### src/rtl/dm_cache_ctrl.sv
// Direct-mapped, write-back, write-allocate cache with one-word lines.
// It answers CPU strobe/mfc requests and fetches misses from slowmem using the same protocol.
module dm_cache_ctrl #(
  parameter int ADDR_W  = 16,
  parameter int DATA_W  = 16,
  parameter int INDEX_W = 3
) (
  input  logic              clk,
  input  logic              reset,
  input  logic              cpu_strobe,
  input  logic              cpu_rnotw,
  input  logic [ADDR_W-1:0] cpu_addr,
  input  logic [DATA_W-1:0] cpu_wdata,
  output logic              cpu_mfc,
  output logic [DATA_W-1:0] cpu_rdata,
  output logic              cpu_busy,
  output logic              mem_strobe,
  output logic              mem_rnotw,
  output logic [ADDR_W-1:0] mem_addr,
  output logic [DATA_W-1:0] mem_wdata,
  input  logic              mem_mfc,
  input  logic [DATA_W-1:0] mem_rdata,
  output logic [15:0]       hit_count,
  output logic [15:0]       miss_count
);
  localparam int LINES = 1 << INDEX_W;
  localparam int TAG_W = ADDR_W - INDEX_W;

  typedef enum logic [1:0] {IDLE, WB, FILL, WAIT} state_t;

  state_t              state_q, state_d;
  logic [LINES-1:0]    valid_q, valid_d;
  logic [LINES-1:0]    dirty_q, dirty_d;
  logic                cpu_mfc_q, cpu_mfc_d;
  logic [DATA_W-1:0]   cpu_rdata_q, cpu_rdata_d;
  logic                cpu_busy_q, cpu_busy_d;
  logic                mem_strobe_q, mem_strobe_d;
  logic                mem_rnotw_q, mem_rnotw_d;
  logic [ADDR_W-1:0]   mem_addr_q, mem_addr_d;
  logic [DATA_W-1:0]   mem_wdata_q, mem_wdata_d;
  logic [15:0]         hit_q, hit_d;
  logic [15:0]         miss_q, miss_d;
  logic [ADDR_W-1:0]   req_addr_q, req_addr_d;
  logic [DATA_W-1:0]   req_wdata_q, req_wdata_d;
  logic                req_rnotw_q, req_rnotw_d;

  // Tag and data storage carry no reset; the valid bits qualify them.
  logic [TAG_W-1:0]    tag_mem  [LINES];
  logic [DATA_W-1:0]   data_mem [LINES];

  logic                arr_we;
  logic [INDEX_W-1:0]  arr_idx;
  logic [TAG_W-1:0]    arr_tag;
  logic [DATA_W-1:0]   arr_data;

  logic [INDEX_W-1:0]  cpu_idx;
  logic [TAG_W-1:0]    cpu_tag;
  logic [INDEX_W-1:0]  req_idx;
  logic [TAG_W-1:0]    req_tag;
  logic [TAG_W-1:0]    line_tag;
  logic [DATA_W-1:0]   line_data;
  logic                line_hit;
  logic                victim_dirty;

  assign cpu_idx      = cpu_addr[INDEX_W-1:0];
  assign cpu_tag      = cpu_addr[ADDR_W-1:INDEX_W];
  assign req_idx      = req_addr_q[INDEX_W-1:0];
  assign req_tag      = req_addr_q[ADDR_W-1:INDEX_W];
  assign line_tag     = tag_mem[cpu_idx];
  assign line_data    = data_mem[cpu_idx];
  assign line_hit     = valid_q[cpu_idx] && (line_tag == cpu_tag);
  assign victim_dirty = valid_q[cpu_idx] && dirty_q[cpu_idx];

  always_comb begin
    state_d      = state_q;
    valid_d      = valid_q;
    dirty_d      = dirty_q;
    cpu_mfc_d    = 1'b0;
    cpu_rdata_d  = cpu_rdata_q;
    cpu_busy_d   = cpu_busy_q;
    mem_strobe_d = 1'b0;
    mem_rnotw_d  = mem_rnotw_q;
    mem_addr_d   = mem_addr_q;
    mem_wdata_d  = mem_wdata_q;
    hit_d        = hit_q;
    miss_d       = miss_q;
    req_addr_d   = req_addr_q;
    req_wdata_d  = req_wdata_q;
    req_rnotw_d  = req_rnotw_q;
    arr_we       = 1'b0;
    arr_idx      = cpu_idx;
    arr_tag      = cpu_tag;
    arr_data     = cpu_wdata;

    unique case (state_q)
      IDLE: begin
        if (cpu_strobe) begin
          req_addr_d  = cpu_addr;
          req_wdata_d = cpu_wdata;
          req_rnotw_d = cpu_rnotw;
          if (line_hit) begin
            hit_d = hit_q + 16'd1;
            if (cpu_rnotw) begin
              cpu_mfc_d   = 1'b1;
              cpu_rdata_d = line_data;
            end else begin
              arr_we           = 1'b1;
              dirty_d[cpu_idx] = 1'b1;
            end
          end else begin
            miss_d = miss_q + 16'd1;
            if (victim_dirty) begin
              state_d      = WB;
              cpu_busy_d   = 1'b1;
              mem_strobe_d = 1'b1;
              mem_rnotw_d  = 1'b0;
              mem_addr_d   = {line_tag, cpu_idx};
              mem_wdata_d  = line_data;
            end else if (!cpu_rnotw) begin
              // Clean victim on a write miss: allocate in place, no memory traffic.
              arr_we           = 1'b1;
              valid_d[cpu_idx] = 1'b1;
              dirty_d[cpu_idx] = 1'b1;
            end else begin
              state_d      = FILL;
              cpu_busy_d   = 1'b1;
              mem_strobe_d = 1'b1;
              mem_rnotw_d  = 1'b1;
              mem_addr_d   = cpu_addr;
            end
          end
        end
      end
      WB: begin
        if (req_rnotw_q) begin
          state_d      = FILL;
          mem_strobe_d = 1'b1;
          mem_rnotw_d  = 1'b1;
          mem_addr_d   = req_addr_q;
        end else begin
          arr_we           = 1'b1;
          arr_idx          = req_idx;
          arr_tag          = req_tag;
          arr_data         = req_wdata_q;
          valid_d[req_idx] = 1'b1;
          dirty_d[req_idx] = 1'b1;
          cpu_busy_d       = 1'b0;
          state_d          = IDLE;
        end
      end
      FILL: begin
        state_d = WAIT;
      end
      WAIT: begin
        if (mem_mfc) begin
          arr_we           = 1'b1;
          arr_idx          = req_idx;
          arr_tag          = req_tag;
          arr_data         = mem_rdata;
          valid_d[req_idx] = 1'b1;
          dirty_d[req_idx] = 1'b0;
          cpu_mfc_d        = 1'b1;
          cpu_rdata_d      = mem_rdata;
          cpu_busy_d       = 1'b0;
          state_d          = IDLE;
        end
      end
      default: state_d = IDLE;
    endcase
  end

  always_ff @(posedge clk or posedge reset) begin
    if (reset) begin
      state_q      <= IDLE;
      valid_q      <= '0;
      dirty_q      <= '0;
      cpu_mfc_q    <= 1'b0;
      cpu_rdata_q  <= '0;
      cpu_busy_q   <= 1'b0;
      mem_strobe_q <= 1'b0;
      mem_rnotw_q  <= 1'b1;
      mem_addr_q   <= '0;
      mem_wdata_q  <= '0;
      hit_q        <= '0;
      miss_q       <= '0;
      req_addr_q   <= '0;
      req_wdata_q  <= '0;
      req_rnotw_q  <= 1'b1;
    end else begin
      state_q      <= state_d;
      valid_q      <= valid_d;
      dirty_q      <= dirty_d;
      cpu_mfc_q    <= cpu_mfc_d;
      cpu_rdata_q  <= cpu_rdata_d;
      cpu_busy_q   <= cpu_busy_d;
      mem_strobe_q <= mem_strobe_d;
      mem_rnotw_q  <= mem_rnotw_d;
      mem_addr_q   <= mem_addr_d;
      mem_wdata_q  <= mem_wdata_d;
      hit_q        <= hit_d;
      miss_q       <= miss_d;
      req_addr_q   <= req_addr_d;
      req_wdata_q  <= req_wdata_d;
      req_rnotw_q  <= req_rnotw_d;
    end
  end

  always_ff @(posedge clk) begin
    if (arr_we) begin
      tag_mem[arr_idx]  <= arr_tag;
      data_mem[arr_idx] <= arr_data;
    end
  end

  assign cpu_mfc    = cpu_mfc_q;
  assign cpu_rdata  = cpu_rdata_q;
  assign cpu_busy   = cpu_busy_q;
  assign mem_strobe = mem_strobe_q;
  assign mem_rnotw  = mem_rnotw_q;
  assign mem_addr   = mem_addr_q;
  assign mem_wdata  = mem_wdata_q;
  assign hit_count  = hit_q;
  assign miss_count = miss_q;
endmodule

### config.mk
export PLATFORM = sky130hd
export DESIGN_NAME = dm_cache_ctrl
export DESIGN_NICKNAME = d
export VERILOG_FILES = /design/src/rtl/dm_cache_ctrl.sv
export SDC_FILE = /design/constraint.sdc
export NUM_CORES = 1
export LEC_CHECK = 0
export BUFFER_PORTS_ARGS = -buffer_cell sky130_fd_sc_hd__buf_2
export CORE_MARGIN = 2
export CORE_UTILIZATION = 60
export CTS_CLUSTER_DIAMETER = 200
export DETAILED_ROUTE_END_ITERATION = 7
export PLACE_DENSITY_LB_ADDON = 0.12
export SETUP_SLACK_MARGIN = 0.5
export SKIP_CTS_REPAIR_TIMING = 1
export SLEW_MARGIN = 20
export SYNTH_ARGS = -nofsm -noshare
export SYNTH_HDL_FRONTEND = slang
export SYNTH_SLANG_ARGS = --single-unit
### constraint.sdc
create_clock -name clk -period 6.87 [get_ports clk]
set_input_delay 0.3435 -clock clk [delete_from_list [all_inputs] [get_ports clk]]
set_output_delay 0.3435 -clock clk [all_outputs]
set_load 0.1 [all_outputs]
Yosys cells after proc, flatten, opt, wreduce, memory -nomap -nowiden
Memories as Yosys holds them, arrays and structs flattened.
Index checks and enable logic that the tools add are counted.

operators by class
  add/subtract/negate cells = 2
  $mul = 0
  divide/modulo/power cells = 0
  magnitude comparators = 4
  eq/ne operators = 15
  shift-type cells = 0
  muxes and demuxes = 79
  bitwise gates (word level) = 7
  reductions and logical operators = 18

operator list
  operator                 number
  $mux W16                 11
  $mux W8                  12
  $pmux W16 S2             3
  $pmux W8 S3              2
  $add A16 B1 Y16 const B  2
  $or A8 B8 Y8             4
  $mux W1                  29
  $mux W13                 2
  $pmux W13 S2             1
  $ne A2 B2 Y1 const B     9
  $reduce_and A5 Y1        3
  $eq A13 B13 Y1           1
  $mux W2                  6
  $and A8 B8 Y8            1
  $lt A3 B4 Y1 const B     2
  $not A8 Y8               1
  $pmux W2 S4              1
  $reduce_and A4 Y1        2
  $reduce_and A7 Y1        1
  $bmux W1 S3              2
  $demux W1 S3             2
  $ge A3 B1 Y1 const B     2
  $mux W3                  2
  $ne A3 B3 Y1 const B     2
  other kinds (13)         22

storage, ports and cells
  bits in registers = 135
  latch bits = 0
  bits in writable memories = 232
  bits in read-only memories = 0
  input port bits = 53
  memories = 2

memory list
  memory    depth  width  rd ports  clocked after memory_dff  write ports  RTL line  RTL
  data_mem  8      16     1         0                         1            49        logic [DATA_W-1:0] data_mem [LINES];
  tag_mem   8      13     1         0                         1            48        logic [TAG_W-1:0] tag_mem [LINES];

Depth between registers and ports, before layout
Gate-level depths: netlist of the first run.

  depth in word-level cells = 10
  mapped depth = 15

Worst setup path after synthesis of the first run
Ideal clock, no wire load.

  kind = input port to flip-flop
  from = input port cpu_addr[0]
  to = memory data_mem[0][0], enable pin
  arrival time = 5.282 ns
  setup slack = 1.099 ns
  stages on the path = 10
  path buffers = 2
  cells stage by stage = buf_2 mux4_2 mux2i_1 xor2_1 nand3_1 or4_1 buf_2 o21ai_0 a21oi_1 nor4_1

between the ends
  longest elaborated chain between the ends = 9
  elaborated cells between the ends (all ways) = 17

RTL lines
  item                                                    RTL line  RTL
  start: declaration                                      12        input logic [ADDR_W-1:0] cpu_addr,
  branches (longest 9 deep; another with $mem_v2 Z8 W13)  -
  end: declaration                                        49

Several ways; the timed one is not identified. The select of a mux whose other input is x is not followed.

Worst setup path after layout of the first run
  from = input port cpu_addr[2]
  to = memory tag_mem[4][6] in the netlist's numbering, enable pin

between the ends
  longest elaborated chain between the ends = 9
  elaborated cells between the ends (all ways) = 17

RTL lines
  item                                                    RTL line
  branches (longest 9 deep; another with $mem_v2 Z8 W13)  -
  end: declaration                                        48

Several ways; the timed one is not identified. The select of a mux whose other input is x is not followed.

==> results.sh, run 1 <==
export IMPL_status="complete, no violations"
export IMPL_fin_skew_ns=0.02145
export IMPL_ant_nets=0
export IMPL_relSlewSlack_pct=20.45
export IMPL_path_class="input port to flip-flop"
export IMPL_drive_above_1_share_pct=30.59
export IMPL_postPlaceCellArea_um2=16990
export IMPL_cts_max_level=2
export IMPL_num_vias=10380
export IMPL_hold_path_class="input port to flip-flop"
export IMPL_antenna_found_initial=0
export IMPL_gp_congestion=0.8364
export IMPL_detail_route_wl_per_cell_um=25.35
export IMPL_cts_sinks=367
export IMPL_peakVddDrop_mv=0.4208
export IMPL_routed_wl_mm=40.48
export IMPL_critPathMaxStageDelay_ns=0.97
export IMPL_fin_nets=1293
export IMPL_area_growth_pct=15.36
export IMPL_synthesis_area_um2=15850
export IMPL_hold_viol=0
export IMPL_end_kind="flip-flop"
export IMPL_num_antenna_cells=0
export IMPL_synth_distinct_cells=67
export IMPL_maxSlewViolCount=0
export IMPL_synth_edf_count=232
export IMPL_layout_common_cells="edfxtp_1 (232), buf_2 (136), dfrtp_1 (133)"
export IMPL_io_buffers=136
export IMPL_clock_fmax_mhz=208.8
export IMPL_cp_start_kind="input port"
export IMPL_cp_cell_sequence="buf_2 -> buf_4 -> and2_1 -> a22oi_1 -> o2bb2ai_1 -> xor2_1 -> or4_1 -> o21ai_0 -> a21oi_1 -> nor4_2 -> buf_12"
export IMPL_dp_slack_ns=1.656
export IMPL_clk_latency_ns=0.53
export IMPL_synth_nets=1147
export IMPL_total_power_mw=8.794
export IMPL_die_width_um=166.5
export IMPL_drv_cap=0
export IMPL_setup_viol=0
export IMPL_path_clk_slew_ns=0.06
export IMPL_track_usage_pct=29.13
export IMPL_grt_pass1_wl_mm=61.61
export IMPL_setup_tns_ns=0
export IMPL_critPathMaxFanout=33
export IMPL_period_needed_ns=4.790
export IMPL_cellPowerDensity_nw_per_um2=480.9
export IMPL_synthTopCellsByArea="edfxtp_1 (44%), dfrtp_1 (21%), mux2_2 (7.2%)"
export IMPL_worst_path_buf_inv=3
export IMPL_rsz0062_at_grt="no"
export IMPL_nFillCells=1747
export IMPL_rows=59
export IMPL_drcViolationCount=0
export IMPL_yosysWarnings=0
export IMPL_drtPass1Iterations=7
export IMPL_core_area_um2=25980
export IMPL_power_leakage_nw=7.118
export IMPL_cts_buffers_inserted=37
export IMPL_overflow=0
export IMPL_dieHeight_um=166.5
export IMPL_dp_hpwl_mm=25.27
export IMPL_synth_area_per_cell_um2=14.57
export IMPL_fp_dieArea_um2=27740
export IMPL_critPathArrivalTime_ns=5.00
export IMPL_initial_core_util_pct=61.00
export IMPL_tritoncts="done"
export IMPL_synth_cells=1088
export IMPL_synth_top_area_cell="edfxtp_1"
export IMPL_viasPerCell=6.500
export IMPL_fin_crit_sh_pct=69.72
export IMPL_ios=137
export IMPL_first_iter_violations=986
export IMPL_worst_pin_slew_ns=1.184
export IMPL_final_common_cell="edfxtp_1"
export IMPL_synth_top_area_share_pct=43.95
export IMPL_utilization_pct=70.37
export IMPL_first_global_vias=10330
export IMPL_cts_root_buf="clkbuf_16"
export IMPL_yosysSeqAreaShare_pct=65.28
export IMPL_cpMaxStageDelayCell="nor4_2"
export IMPL_cp_data_required_time_ns=7.08
export IMPL_timing_final_ws_setup_ns=2.080
export IMPL_stdcell_area_um2=18290
export IMPL_synth_main_ff_cell="edfxtp_1"
export IMPL_clk_path_buf_depth=3
export IMPL_crit_family="simple AND/OR/NAND/NOR gates"
export IMPL_ys_seq_elements=367
export IMPL_grt_max_degree=76
export IMPL_async_reset_ff_share_pct=36.78
==> registers in the layout, summed over array words and instances (netlist names) <==
signal       count
req_wdata_q     16
tag_mem        104
cpu_mfc          1
mem_rnotw        1
valid_q          8
state_q          2
hit_count       16
miss_count      16
cpu_rdata       16
mem_wdata       16
dirty_q          8
mem_strobe       1
req_rnotw_q      1
cpu_busy         1
req_addr_q      16
mem_addr        16
data_mem       128
==> area by class of cell <==
class                   instances  area, µm²  share of cell area (%)
clock inverters                21      284.0                   1.553
clock buffers                  46      991.0                   5.419
inverters                      30      117.6                  0.6432
multi-input cells             628       5164                   28.24
flip-flops and latches        367      10350                   56.59
well taps                     335      419.2                   2.292
repair buffers                170      963.4                   5.269
==> path summary, 6_finish.rpt <==
path / startpoint / endpoint / slack, ns / depth (start not counted)
worst max-delay path: cpu_addr[2] / tag_mem[4][6] / 2.08 / 11
worst min-delay path: cpu_wdata[0] / req_wdata_q[0] / 0.07 / 2
worst max register to register: state_q[1] / tag_mem[4][6] / 2.18 / 7
worst min register to register: miss_count[15] / miss_count[15] / 0.47 / 1
max in group asynchronous: reset / req_addr_q[11] / 5.04 / 4
min in group asynchronous: reset / hit_count[13] / 0.42 / 3
==> worst register-to-register path, cell delays in order (launching register included) <==
cell and delay (ns):
dfrtp_1 0.41, inv_1 0.13, ha_1 0.76, nor2_1 0.48, nor3_1 0.83, o21ai_0 0.46
nor4_2 1.01, buf_12 0.29
==> metal layers <==
layer	GRT usage [%]	vias up	wire length [µm]
li1	-	4524	-
met1	41.27	5261	16630
met2	45.62	507	19140
met3	5.299	89	3356
met4	11.24	0	1351
met5	0	-	0
==> where the power goes <==
| part | switching [mW] | total, mW | internal (mW) | leakage (nW) |
|---|---|---|---|---|
| Clock | 0.841 | 2.10 | 1.26 | 0.613 |
| Sequential | 0.276 | 3.33 | 3.05 | 3.72 |
| Combinational | 2.53 | 3.36 | 0.833 | 2.78 |
==> cells by family after synthesis <==
kind of cell | Yosys count | synth area share (%)
xor gates and xnor gates | 40 | 2.210
AOI/OAI and AO/OA | 209 | 9.725
DFF | 367 | 65.28
and+or+nand+nor | 206 | 6.473
adders and majority gates | 6 | 0.4736
muxes | 167 | 13.21
buffers and inverters | 93 | 2.628
==> cells in the mapped netlist, types with 7 or more instances <==
cell type  number
a221o_1        11
xnor2_1        25
a222oi_1       18
dfrtp_1       133
and3_1         14
a22o_1         16
xor2_1         15
o211ai_1        7
buf_1           7
mux2i_1        36
nor2_1         32
a21oi_1        20
a22oi_1        37
edfxtp_1      232
mux2_4         10
mux4_2         16
nand4_1        13
a31o_2          9
nand2_1        63
nand3_1        21
mux2_2        102
o21ai_0        36
clkbuf_1       38
a221oi_1       11
nor4_1         12
a31oi_1        15
inv_1          27
buf_2           9
nor2b_1        11
nor3_1         16
==> per-stage QoR <==
step           std cells  hold WS, ns
6_report            1597      0.06982
5_1_grt             1597      0.06605
4_1_cts             1596      -0.1088
3_5_place_dp        1529       0.4468
3_3_place_gp        1529       0.4466
2_1_floorplan       1088       0.4360
Note: power is estimated with default switching activity, not from simulation.
==> run 2, diff against run 1 <==
CORE_UTILIZATION = 54   (was 60)
clock period = 4.2 ns   (was 6.87 ns; I/O delays follow)
==> run 2 against run 1 <==
Compared with the run above: the run now ends with negative hold slack left; routed wire length hardly changed; largest power group unchanged; clock skew is 0.0035 ns lower; sequential share of layout area decreased by 1.3 points.
==> results.sh, run 2 (synthesis results as in run 1) <==
export IMPL_initial_core_util_pct=55.08
export IMPL_hold_ws_ns=-0.004697
export IMPL_cp_data_required_time_ns=4.60
export IMPL_path_clk_slew_ns=0.06
export IMPL_final_common_cell="edfxtp_1"
export IMPL_maxSlewViolCount=0
export IMPL_setup_viol=0
export IMPL_antenna_found_initial=1
export IMPL_cts_sinks=367
export IMPL_power_frac_comb_pct=39.3
export IMPL_clk_path_buf_depth=3
export IMPL_power_internal_mw=8.374
export IMPL_clock_fmax_mhz=283.9
export IMPL_critPathMaxStageDelay_ns=0.70
export IMPL_peakVddDrop_mv=0.6555
export IMPL_grt_max_degree=136
export IMPL_core_area_um2=28780
export IMPL_drive_above_1_share_pct=30.95
export IMPL_ant_nets=0
export IMPL_critPathArrivalTime_ns=3.92
export IMPL_fp_dieArea_um2=30740
export IMPL_area_growth_pct=18.06
export IMPL_power_net_switching_mw=5.997
export IMPL_cts_buffers_inserted=39
export IMPL_num_vias=10420
export IMPL_grt_pass1_wl_mm=62.15
export IMPL_cts_max_level=2
export IMPL_setup_tns_ns=0
export IMPL_track_usage_pct=26.56
export IMPL_tritoncts="done"
export IMPL_rsz0062_at_grt="no"
export IMPL_cts_root_buf="clkbuf_16"
export IMPL_io_buffers=136
export IMPL_relSlewSlack_pct=36.33
export IMPL_fin_skew_ns=0.01800
export IMPL_status="finished, violations left"
export IMPL_sw_frac_of_total_pct=41.73
export IMPL_first_iter_violations=1080
export IMPL_cp_cell_sequence="mux4_2 -> mux2i_1 -> xor2_1 -> nand3_1 -> or4_1 -> or2_4 -> o32a_1 -> buf_4 -> mux2_4"
export IMPL_power_leakage_nw=7.288
export IMPL_drtPass1Iterations=6
export IMPL_worst_pin_slew_ns=0.9551
export IMPL_routed_wl_mm=40.49
export IMPL_timing_final_ws_setup_ns=0.6773
export IMPL_dp_slack_ns=0.3386
export IMPL_fin_nets=1332
export IMPL_nFillCells=2130
export IMPL_largest_reg_flops=128
export IMPL_period_needed_ns=3.523
export IMPL_hold_path_class="input port to flip-flop"
export IMPL_top_register="data_mem"
export IMPL_dp_hpwl_mm=26.47
export IMPL_rows=62
export IMPL_end_kind="flip-flop"
export IMPL_p_seq_share_pct=37.9
export IMPL_dieHeight_um=175.3
export IMPL_detail_route_wl_per_cell_um=24.00
export IMPL_cpMaxStageDelayCell="or4_1"
export IMPL_overflow=0
export IMPL_drcViolationCount=0
export IMPL_fin_crit_sh_pct=83.87
export IMPL_gp_congestion=0.8151
export IMPL_reg_top3="data_mem: 128 flops, tag_mem: 104 flops"
export IMPL_viasPerCell=6.179
export IMPL_layout_common_cells="edfxtp_1 (232), buf_2 (136), dfrtp_1 (133)"
export IMPL_die_width_um=175.3
export IMPL_failed_checks="negative hold slack"
export IMPL_hold_viol=2
export IMPL_clk_latency_ns=0.53
export IMPL_critPathMaxFanout=16
export IMPL_power_frac_clock_pct=22.8
export IMPL_drv_cap=0
export IMPL_ios=137
export IMPL_cellPowerDensity_nw_per_um2=768.0
export IMPL_cp_start_kind="flip-flop"
export IMPL_first_global_vias=10430
export IMPL_path_class="flip-flop to flip-flop"
run 2: changes by cell type in the layout (fill, tap and decap cells not counted), sizes merged:
cell	before	now
buf	169	188
dlygate4sd3	1	19
clkbuf	46	55
bufinv	6	3
inv	31	29
clkinv	12	11
diode	0	1
run 2: routing by layer:
metal	part of all wire (%)	wire, µm	GRT usage (%)
met1	42	17100	37.79
met3	7.2	2905	3.745
met2	49	19670	43.26
met5	0	0	0
met4	2.0	818	7.431
run 2: cell type report:
cell class                      count  area, µm²  area share, %
Antenna cell                        1      2.502        0.01337
Clock buffer                       55       1056          5.643
Clock inverter                     15      150.1         0.8023
Inverter                           30      116.4         0.6218
Multi-Input combinational cell    628       5246          28.03
Sequential cell                   367      10350          55.29
Tap cell                          384      480.5          2.567
Timing Repair Buffer              207       1315          7.027
run 2: power groups by stage:
stage	Combinational (mW)	Sequential, mW	Clock, mW
finish	5.65	5.45	3.27
CTS	5.64	5.43	3.33
detailed placement	5.64	5.49	0
global route	5.95	5.52	3.45
global placement	5.56	5.47	0
floorplan	2.30	7.37	0
run 2: worst max-delay path: cells and delay by family (launching register included):
| family | cells | cell delay, ns |
|---|---|---|
| compound gates | 1 | 0.35 |
| xor+xnor | 1 | 0.20 |
| buf+inv | 1 | 0.23 |
| flops | 1 | 0.38 |
| mux | 3 | 1.04 |
| simple gates | 3 | 1.18 |
run 2: worst paths after layout:
check / start / to / slack [ns] / depth (start not counted)
hold reg to reg: hit_count[15] / hit_count[15] / 0.46 / 1
setup reg to reg: tag_mem[0][1] / cpu_rdata[2] / 0.68 / 9
min in group asynchronous: reset / miss_count[14] / 0.46 / 4
max in group asynchronous: reset / mem_wdata[5] / 3.14 / 4
setup / recovery: tag_mem[0][1] / cpu_rdata[2] / 0.68 / 9
hold / removal: cpu_addr[5] / req_addr_q[5] / -0.005 / 2
run 2: stage by stage:
step / cells / hold WS (ns) / instance area, µm² / util, % / power, mW
3_3_place_gp: 1597 / 0.4495 / 17300 / 60.12 / 11.04
4_1_cts: 1667 / -0.07707 / 18510 / 64.32 / 14.40
5_1_grt: 1687 / 0.005741 / 18710 / 65.02 / 14.92
2_1_floorplan: 1088 / 0.3268 / 15990 / - / 9.662
3_5_place_dp: 1597 / 0.4562 / 17310 / 60.13 / 11.13
6_report: 1687 / -0.004697 / 18710 / 65.02 / 14.37
